==> src/rtl/keypad_pkg.sv <==
// Shared types and constants for the keypad BCD entry path.
// RANGE_SAT_EN (top module) selects saturating versus modulo-256 conversion.
package keypad_pkg;

  typedef enum logic [1:0] {
    SCAN     = 2'd0,
    PRESS_DB = 2'd1,
    HELD     = 2'd2,
    REL_DB   = 2'd3
  } kp_state_e;

  typedef logic [3:0] key_code_t;

  localparam key_code_t KEY_0    = 4'd0;
  localparam key_code_t KEY_1    = 4'd1;
  localparam key_code_t KEY_2    = 4'd2;
  localparam key_code_t KEY_3    = 4'd3;
  localparam key_code_t KEY_4    = 4'd4;
  localparam key_code_t KEY_5    = 4'd5;
  localparam key_code_t KEY_6    = 4'd6;
  localparam key_code_t KEY_7    = 4'd7;
  localparam key_code_t KEY_8    = 4'd8;
  localparam key_code_t KEY_9    = 4'd9;
  localparam key_code_t KEY_CLR  = 4'hA;
  localparam key_code_t KEY_BS   = 4'hB;
  localparam key_code_t KEY_ENT  = 4'hC;
  localparam key_code_t KEY_NONE = 4'hF;

  localparam logic [9:0] K100 = 10'd100;
  localparam logic [9:0] K10  = 10'd10;

  typedef struct packed {
    logic [3:0] centena;
    logic [3:0] decena;
    logic [3:0] unidad;
  } bcd_buf_t;

  // Row r (0 = top), column c (0 = leftmost); B, C and D carry no action.
  function automatic key_code_t keymap(input logic [1:0] r, input logic [1:0] c);
    key_code_t k;
    case ({r, c})
      4'h0: k = KEY_1;
      4'h1: k = KEY_2;
      4'h2: k = KEY_3;
      4'h3: k = KEY_CLR;
      4'h4: k = KEY_4;
      4'h5: k = KEY_5;
      4'h6: k = KEY_6;
      4'h8: k = KEY_7;
      4'h9: k = KEY_8;
      4'hA: k = KEY_9;
      4'hC: k = KEY_BS;
      4'hD: k = KEY_0;
      4'hE: k = KEY_ENT;
      default: k = KEY_NONE;
    endcase
    return k;
  endfunction

endpackage

==> src/rtl/kp_scan.sv <==
// Keypad column scanner with row synchronizer, scan-tick divider and
// press/release debounce; emits one key event per physical press.
module kp_scan
  import keypad_pkg::*;
#(
  parameter int unsigned SCAN_DIV  = 50000,
  parameter int unsigned DEB_TICKS = 10
) (
  input  logic      clk,
  input  logic      rst_n,
  input  logic [3:0] row,
  output logic [3:0] col,
  output logic       key_evt,
  output key_code_t  key_code
);

  localparam int unsigned DW = $clog2(SCAN_DIV);
  localparam int unsigned CW = $clog2(DEB_TICKS + 1);
  localparam logic [DW-1:0] DIV_LAST = DW'(SCAN_DIV - 1);
  localparam logic [CW-1:0] DEB_DONE = CW'(DEB_TICKS);

  logic [3:0]    row_meta, rs;
  logic [DW-1:0] div_cnt;
  logic          tick_c;

  kp_state_e     state, state_nxt;
  logic [CW-1:0] deb_cnt, deb_nxt;
  logic [1:0]    lat_row, lat_row_nxt, lat_col, lat_col_nxt;
  logic [1:0]    low_row_c, col_idx_c;
  logic [3:0]    col_nxt;
  logic          evt_nxt;
  key_code_t     code_nxt;

  // Row synchronizer and free-running scan divider.
  always_ff @(posedge clk) begin
    if (!rst_n) begin
      row_meta <= 4'hF;
      rs       <= 4'hF;
      div_cnt  <= '0;
    end else begin
      row_meta <= row;
      rs       <= row_meta;
      div_cnt  <= (div_cnt == DIV_LAST) ? '0 : div_cnt + 1'b1;
    end
  end

  assign tick_c = (div_cnt == DIV_LAST);

  // Lowest-index active row wins; column index decoded from the drive.
  always_comb begin
    low_row_c = 2'd3;
    if      (!rs[0]) low_row_c = 2'd0;
    else if (!rs[1]) low_row_c = 2'd1;
    else if (!rs[2]) low_row_c = 2'd2;
    col_idx_c = 2'd3;
    if      (!col[0]) col_idx_c = 2'd0;
    else if (!col[1]) col_idx_c = 2'd1;
    else if (!col[2]) col_idx_c = 2'd2;
  end

  always_ff @(posedge clk) begin
    if (!rst_n) begin
      state    <= SCAN;
      deb_cnt  <= '0;
      lat_row  <= '0;
      lat_col  <= '0;
      col      <= 4'b1110;
      key_evt  <= 1'b0;
      key_code <= KEY_NONE;
    end else begin
      state    <= state_nxt;
      deb_cnt  <= deb_nxt;
      lat_row  <= lat_row_nxt;
      lat_col  <= lat_col_nxt;
      col      <= col_nxt;
      key_evt  <= evt_nxt;
      key_code <= code_nxt;
    end
  end

  always_comb begin
    state_nxt = state;
    case (state)
      SCAN:     if (tick_c && rs != 4'hF) state_nxt = PRESS_DB;
      PRESS_DB: if (deb_cnt == DEB_DONE) state_nxt = HELD;
                else if (tick_c && rs[lat_row]) state_nxt = SCAN;
      HELD:     if (tick_c && rs == 4'hF) state_nxt = REL_DB;
      REL_DB:   if (deb_cnt == DEB_DONE) state_nxt = SCAN;
                else if (tick_c && rs != 4'hF) state_nxt = HELD;
      default:  state_nxt = SCAN;
    endcase
  end

  // Column drive, debounce count and key event for the next cycle.
  always_comb begin
    col_nxt     = col;
    deb_nxt     = deb_cnt;
    lat_row_nxt = lat_row;
    lat_col_nxt = lat_col;
    evt_nxt     = 1'b0;
    code_nxt    = key_code;
    case (state)
      SCAN: begin
        if (tick_c) begin
          if (rs == 4'hF) begin
            col_nxt = {col[2:0], col[3]};
          end else begin
            lat_row_nxt = low_row_c;
            lat_col_nxt = col_idx_c;
            deb_nxt     = CW'(1);
          end
        end
      end
      PRESS_DB: begin
        if (deb_cnt == DEB_DONE) begin
          evt_nxt  = 1'b1;
          code_nxt = keymap(lat_row, lat_col);
        end else if (tick_c && !rs[lat_row]) begin
          deb_nxt = deb_cnt + 1'b1;
        end
      end
      HELD: begin
        if (tick_c && rs == 4'hF) deb_nxt = CW'(1);
      end
      REL_DB: begin
        if (deb_cnt != DEB_DONE && tick_c && rs == 4'hF) deb_nxt = deb_cnt + 1'b1;
      end
      default: ;
    endcase
  end

endmodule

==> src/rtl/keypad_bcd_entry.sv <==
// Keypad entry: 3-digit BCD buffer driven by debounced key events, converted
// to an 8-bit operand on Enter. RANGE_SAT_EN saturates overflowing entries at 255.
module keypad_bcd_entry
  import keypad_pkg::*;
#(
  parameter int unsigned SCAN_DIV  = 50000,
  parameter int unsigned DEB_TICKS = 10
) (
  input  logic       clk,
  input  logic       rst_n,
  input  logic [3:0] row,
  output logic [3:0] col,
  output logic [3:0] unidad,
  output logic [3:0] decena,
  output logic [3:0] centena,
  output logic [1:0] ndig,
  output logic [7:0] value,
  output logic       valid,
  output logic       ovf
);

  logic      key_evt;
  key_code_t key_code;
  bcd_buf_t  bcd;
  logic [9:0] sum_c;
  logic [7:0] res_c;
  logic       ovf_c;

  kp_scan #(
    .SCAN_DIV  (SCAN_DIV),
    .DEB_TICKS (DEB_TICKS)
  ) u_scan (
    .clk      (clk),
    .rst_n    (rst_n),
    .row      (row),
    .col      (col),
    .key_evt  (key_evt),
    .key_code (key_code)
  );

  always_comb begin
    sum_c = 10'(bcd.centena) * K100 + 10'(bcd.decena) * K10 + 10'(bcd.unidad);
    ovf_c = (sum_c > 10'd255);
`ifdef RANGE_SAT_EN
    res_c = ovf_c ? 8'd255 : sum_c[7:0];
`else
    res_c = sum_c[7:0];
`endif
  end

  always_ff @(posedge clk) begin
    if (!rst_n) begin
      bcd   <= '0;
      ndig  <= 2'd0;
      value <= 8'd0;
      valid <= 1'b0;
      ovf   <= 1'b0;
    end else begin
      valid <= 1'b0;
      if (key_evt) begin
        if (key_code <= KEY_9) begin
          if (ndig != 2'd3) begin
            bcd  <= '{centena: bcd.decena, decena: bcd.unidad, unidad: key_code};
            ndig <= ndig + 1'b1;
          end
        end else if (key_code == KEY_CLR) begin
          bcd  <= '0;
          ndig <= 2'd0;
        end else if (key_code == KEY_BS) begin
          if (ndig != 2'd0) begin
            bcd  <= '{centena: 4'd0, decena: bcd.centena, unidad: bcd.decena};
            ndig <= ndig - 1'b1;
          end
        end else if (key_code == KEY_ENT) begin
          value <= res_c;
          ovf   <= ovf_c;
          valid <= 1'b1;
          bcd   <= '0;
          ndig  <= 2'd0;
        end
      end
    end
  end

  assign unidad  = bcd.unidad;
  assign decena  = bcd.decena;
  assign centena = bcd.centena;

endmodule

==> config.mk <==
export PLATFORM = sky130hd
export DESIGN_NAME = keypad_bcd_entry
export DESIGN_NICKNAME = d
export VERILOG_FILES = /design/src/rtl/keypad_pkg.sv /design/src/rtl/kp_scan.sv /design/src/rtl/keypad_bcd_entry.sv
export SDC_FILE = /design/constraint.sdc
export NUM_CORES = 1
export LEC_CHECK = 0
export CELL_PAD_IN_SITES_DETAIL_PLACEMENT = 1
export CELL_PAD_IN_SITES_GLOBAL_PLACEMENT = 2
export CORE_AREA = 2 2 105 107
export CTS_CLUSTER_SIZE = 25
export DETAILED_ROUTE_END_ITERATION = 16
export DIE_AREA = 0 0 107 109
export HOLD_SLACK_MARGIN = 0.02
export PLACE_DENSITY = 0.87
export REMOVE_ABC_BUFFERS = 1
export SLEW_MARGIN = 20
export SYNTH_ARGS = -nofsm -noshare
export SYNTH_HDL_FRONTEND = slang
export SYNTH_SLANG_ARGS = --single-unit
export TNS_END_PERCENT = 5
==> constraint.sdc <==
create_clock -name clk -period 3.2 [get_ports clk]
set_input_delay 0.64 -clock clk [delete_from_list [all_inputs] [get_ports clk]]
set_output_delay 0.64 -clock clk [all_outputs]
set_load 0.005 [all_outputs]
==> flow_summary.toml <==
[cells_and_area]
fillers = 1238
nets = 490
finalNonFillerCells = 593
antenna_cells = 0
layout_commonest_cell = "dfxtp_1"
syn_to_final_growth_pct = 19.9
finalInstanceArea_um2 = 4320
most-common-layout-cells = "dfxtp_1, nand2_1, nor2_1, clkdlybuf4s50_1"
utilization_pct = 40.7
drive_gt1_share_pct = 7.73

[yosys]
synthAdderAreaFrac_pct = 13.6
synthArstFlopShare_pct = 0
synthMuxAreaShare_pct = 3.72
synth_area_per_cell_um2 = 8.68
yosys_warnings = 0
synth_edf_count = 0
yosys.area_share.xor_xnor_pct = 4.86
synth-main-ff-cell = "dfxtp_1"
synth-compound-area-share_pct = 14.0
synth-seq-cells = 67
synth_cells = 415
synth_top_family_by_area = "simple AND/OR/NAND/NOR gates"
synth-simple-area-share_pct = 20.9
yosysSeqAreaShare_pct = 37.2
synthesis.area_um2 = 3600
yosysUniqueCellTypes = 52

[clock_network]
cts_made_buffers = 9
ctsHtreeMaxLevel = 3
cts_setup_buffers = 0
clock-sinks = 67
clk_pin_slew_ns = 0.08
cts_root_buf = "clkbuf_8"
cts_buffer_depth = 2
cts_tree = "built"
clock_latency_ns = 0.35

[floorplanning]
die_h_um = 109
die_area_um2 = 11700
pin_count = 34
rows = 38
coreArea_um2 = 10600
die_w_um = 107
start_util_pct = 34.0

[sta]
final-setup-viol-count = 0
hold_viol_final = 0
clock_skew_ns = 0.0166
slew-limit-headroom_pct = 38.6
period_share_pct = 93.7
final-max-slew-violation-count = 0
rsz0062_at_grt = "false"
period_minus_slack_ns = 3.00
worstMarginPinSlew_ns = 0.914
timing.fmax_ghz = 0.333
setup_tns_ns = 0
fin_ws_ns = 0.201
whs_ns = 0.415

[power]
pwr-share-comb_pct = 2.8
swShare_pct = 23.3
p_seq_share_pct = 49.7
cellPowerDensity_nw_per_um2 = 394
peakVddDrop_mv = 0.173
p_leak_nw = 1.69
p_sw_uw = 397
p_clk_share_pct = 47.5
total_power_mw = 1.70
p_int_mw = 1.30

[setup_path]
required_ns = 3.42
crit_arrival_ns = 3.22
critPathKind = "flop to flop"
start_kind = "flop"
crit_path_max_fanout = 4
worstSetupEndpointType = "flop"

[place]
dp_cells = 577
dpl.hpwl_mm = 6.52
gp_congestion = 0.784
dpl_cell_area_um2 = 4090
pre_cts_ws_ns = 0.183
io_buffers = 33

[grt]
grt_pass1_wl_mm = 14.9
grt-ovfl-total = 0
grt_start_max_net_pins = 26
grt_usage_pct = 16.0
grt_antenna_before_repair = 0
grt_pass1_vias = 3095

[run_status]
status = "completed"

[routing]
drtIter0Drc = 81
via_per_inst = 5.13
drcViolationCount = 0
vias = 3042
drt_wl_total_mm = 8.75
wl_per_cell_um = 14.8
antenna_left = 0
firstDrtPassIters = 5

[run]
drv_cap = 0

[hold_path]
hold_class = "flop to flop"
cell usage after synthesis, drive strengths merged (3+ instances only):
master / number / share of area (%)
dfxtp: 67 / 37
nand2: 45 / 4.7
nor2: 43 / 4.5
ha: 31 / 11
inv: 31 / 3.2
a21oi: 26 / 3.6
clkbuf: 18 / 1.9
nor3: 15 / 2.1
nand2b: 12 / 2.1
nand3: 12 / 1.7
xor2: 12 / 2.9
mux2i: 10 / 2.8
o21ai: 10 / 1.4
a221oi: 9 / 2.2
xnor2: 8 / 1.9
fa: 5 / 2.8
nand4: 5 / 0.87
o211ai: 5 / 1.0
o31ai: 5 / 1.0
nor4: 4 / 1.3
or4: 4 / 1.0
buf: 3 / 0.66
mux2: 3 / 0.94
or3: 3 / 0.52
cell families (layout without fill, tap and decap cells):
| kind of cell | count (synthesis) | after routing |
|---|---|---|
| fa+ha+maj | 36 | 36 |
| compound gates | 74 | 74 |
| buf+inv | 52 | 90 |
| mux | 13 | 13 |
| simple gates | 153 | 153 |
| xor+xnor | 20 | 20 |
| flops | 67 | 67 |
repair_timing:
item | in CTS | in global routing
setup endpoints to repair | 0 | 1
hold buffers | 0 | 0
resized for setup | 0 | 1
power by group through the flow:
stage	Combinational, mW	Clock [mW]	Sequential [mW]
floorplan	0.0264	0	0.864
global placement	0.0455	0	0.864
detailed placement	0.0479	0	0.865
CTS	0.0483	0.835	0.846
global route	0.0533	0.877	0.847
finish	0.0472	0.808	0.845
layout make-up:
cell class                      instances  area, um2  share of cell area [%]
Timing Repair Buffer                   43        405                    9.39
Sequential cell                        67       1340                    31.1
Inverter                               31        116                    2.69
Clock buffer                            9        124                    2.87
Multi-Input combinational cell        296       2060                    47.6
Tap cell                              140        175                    4.06
Clock inverter                          7        100                    2.32
worst max-delay path, cell delays in order (launching register included):
cell	delay [ns]
dfxtp_1	0.32
ha_1	0.29
ha_1	0.22
fa_1	0.45
ha_1	0.28
ha_1	0.35
a21boi_0	0.48
o31ai_1	0.12
a221oi_1	0.28
a21oi_1	0.09
state kept, by name (all words and copies together) (netlist names):
signal	flops
u_scan.state	2
u_scan.deb_cnt	4
u_scan.rs	4
u_scan.lat_col	2
u_scan.lat_row	2
u_scan.row_meta	4
value	8
decena	4
u_scan.key_code	4
valid	1
u_scan.key_evt	1
ovf	1
centena	4
u_scan.col	4
ndig	2
unidad	4
u_scan.div_cnt	16
worst paths after layout:
| path | startpoint | endpoint | slack (ns) | cells after the start |
|---|---|---|---|---|
| worst max-delay path | decena[1]$_SDFFE_PN0P_ | ovf$_SDFFE_PN0P_ | 0.20 | 9 |
| worst min-delay path | u_scan.row_meta[3]$_SDFF_PN1_ | u_scan.rs[3]$_SDFF_PN1_ | 0.42 | 1 |
| worst max register to register | decena[1]$_SDFFE_PN0P_ | ovf$_SDFFE_PN0P_ | 0.20 | 9 |
| worst min register to register | u_scan.row_meta[3]$_SDFF_PN1_ | u_scan.rs[3]$_SDFF_PN1_ | 0.42 | 1 |
per-layer routing:
layer  vias to the layer above  track usage [%]  routed length (um)
li1                       1508                -                   -
met1                      1488             19.4                4020
met2                        39             28.7                4400
met3                         7             3.47                 244
met4                         0             4.73                  86
met5                         -                0                   0
Power figures use the tool's default switching activity.
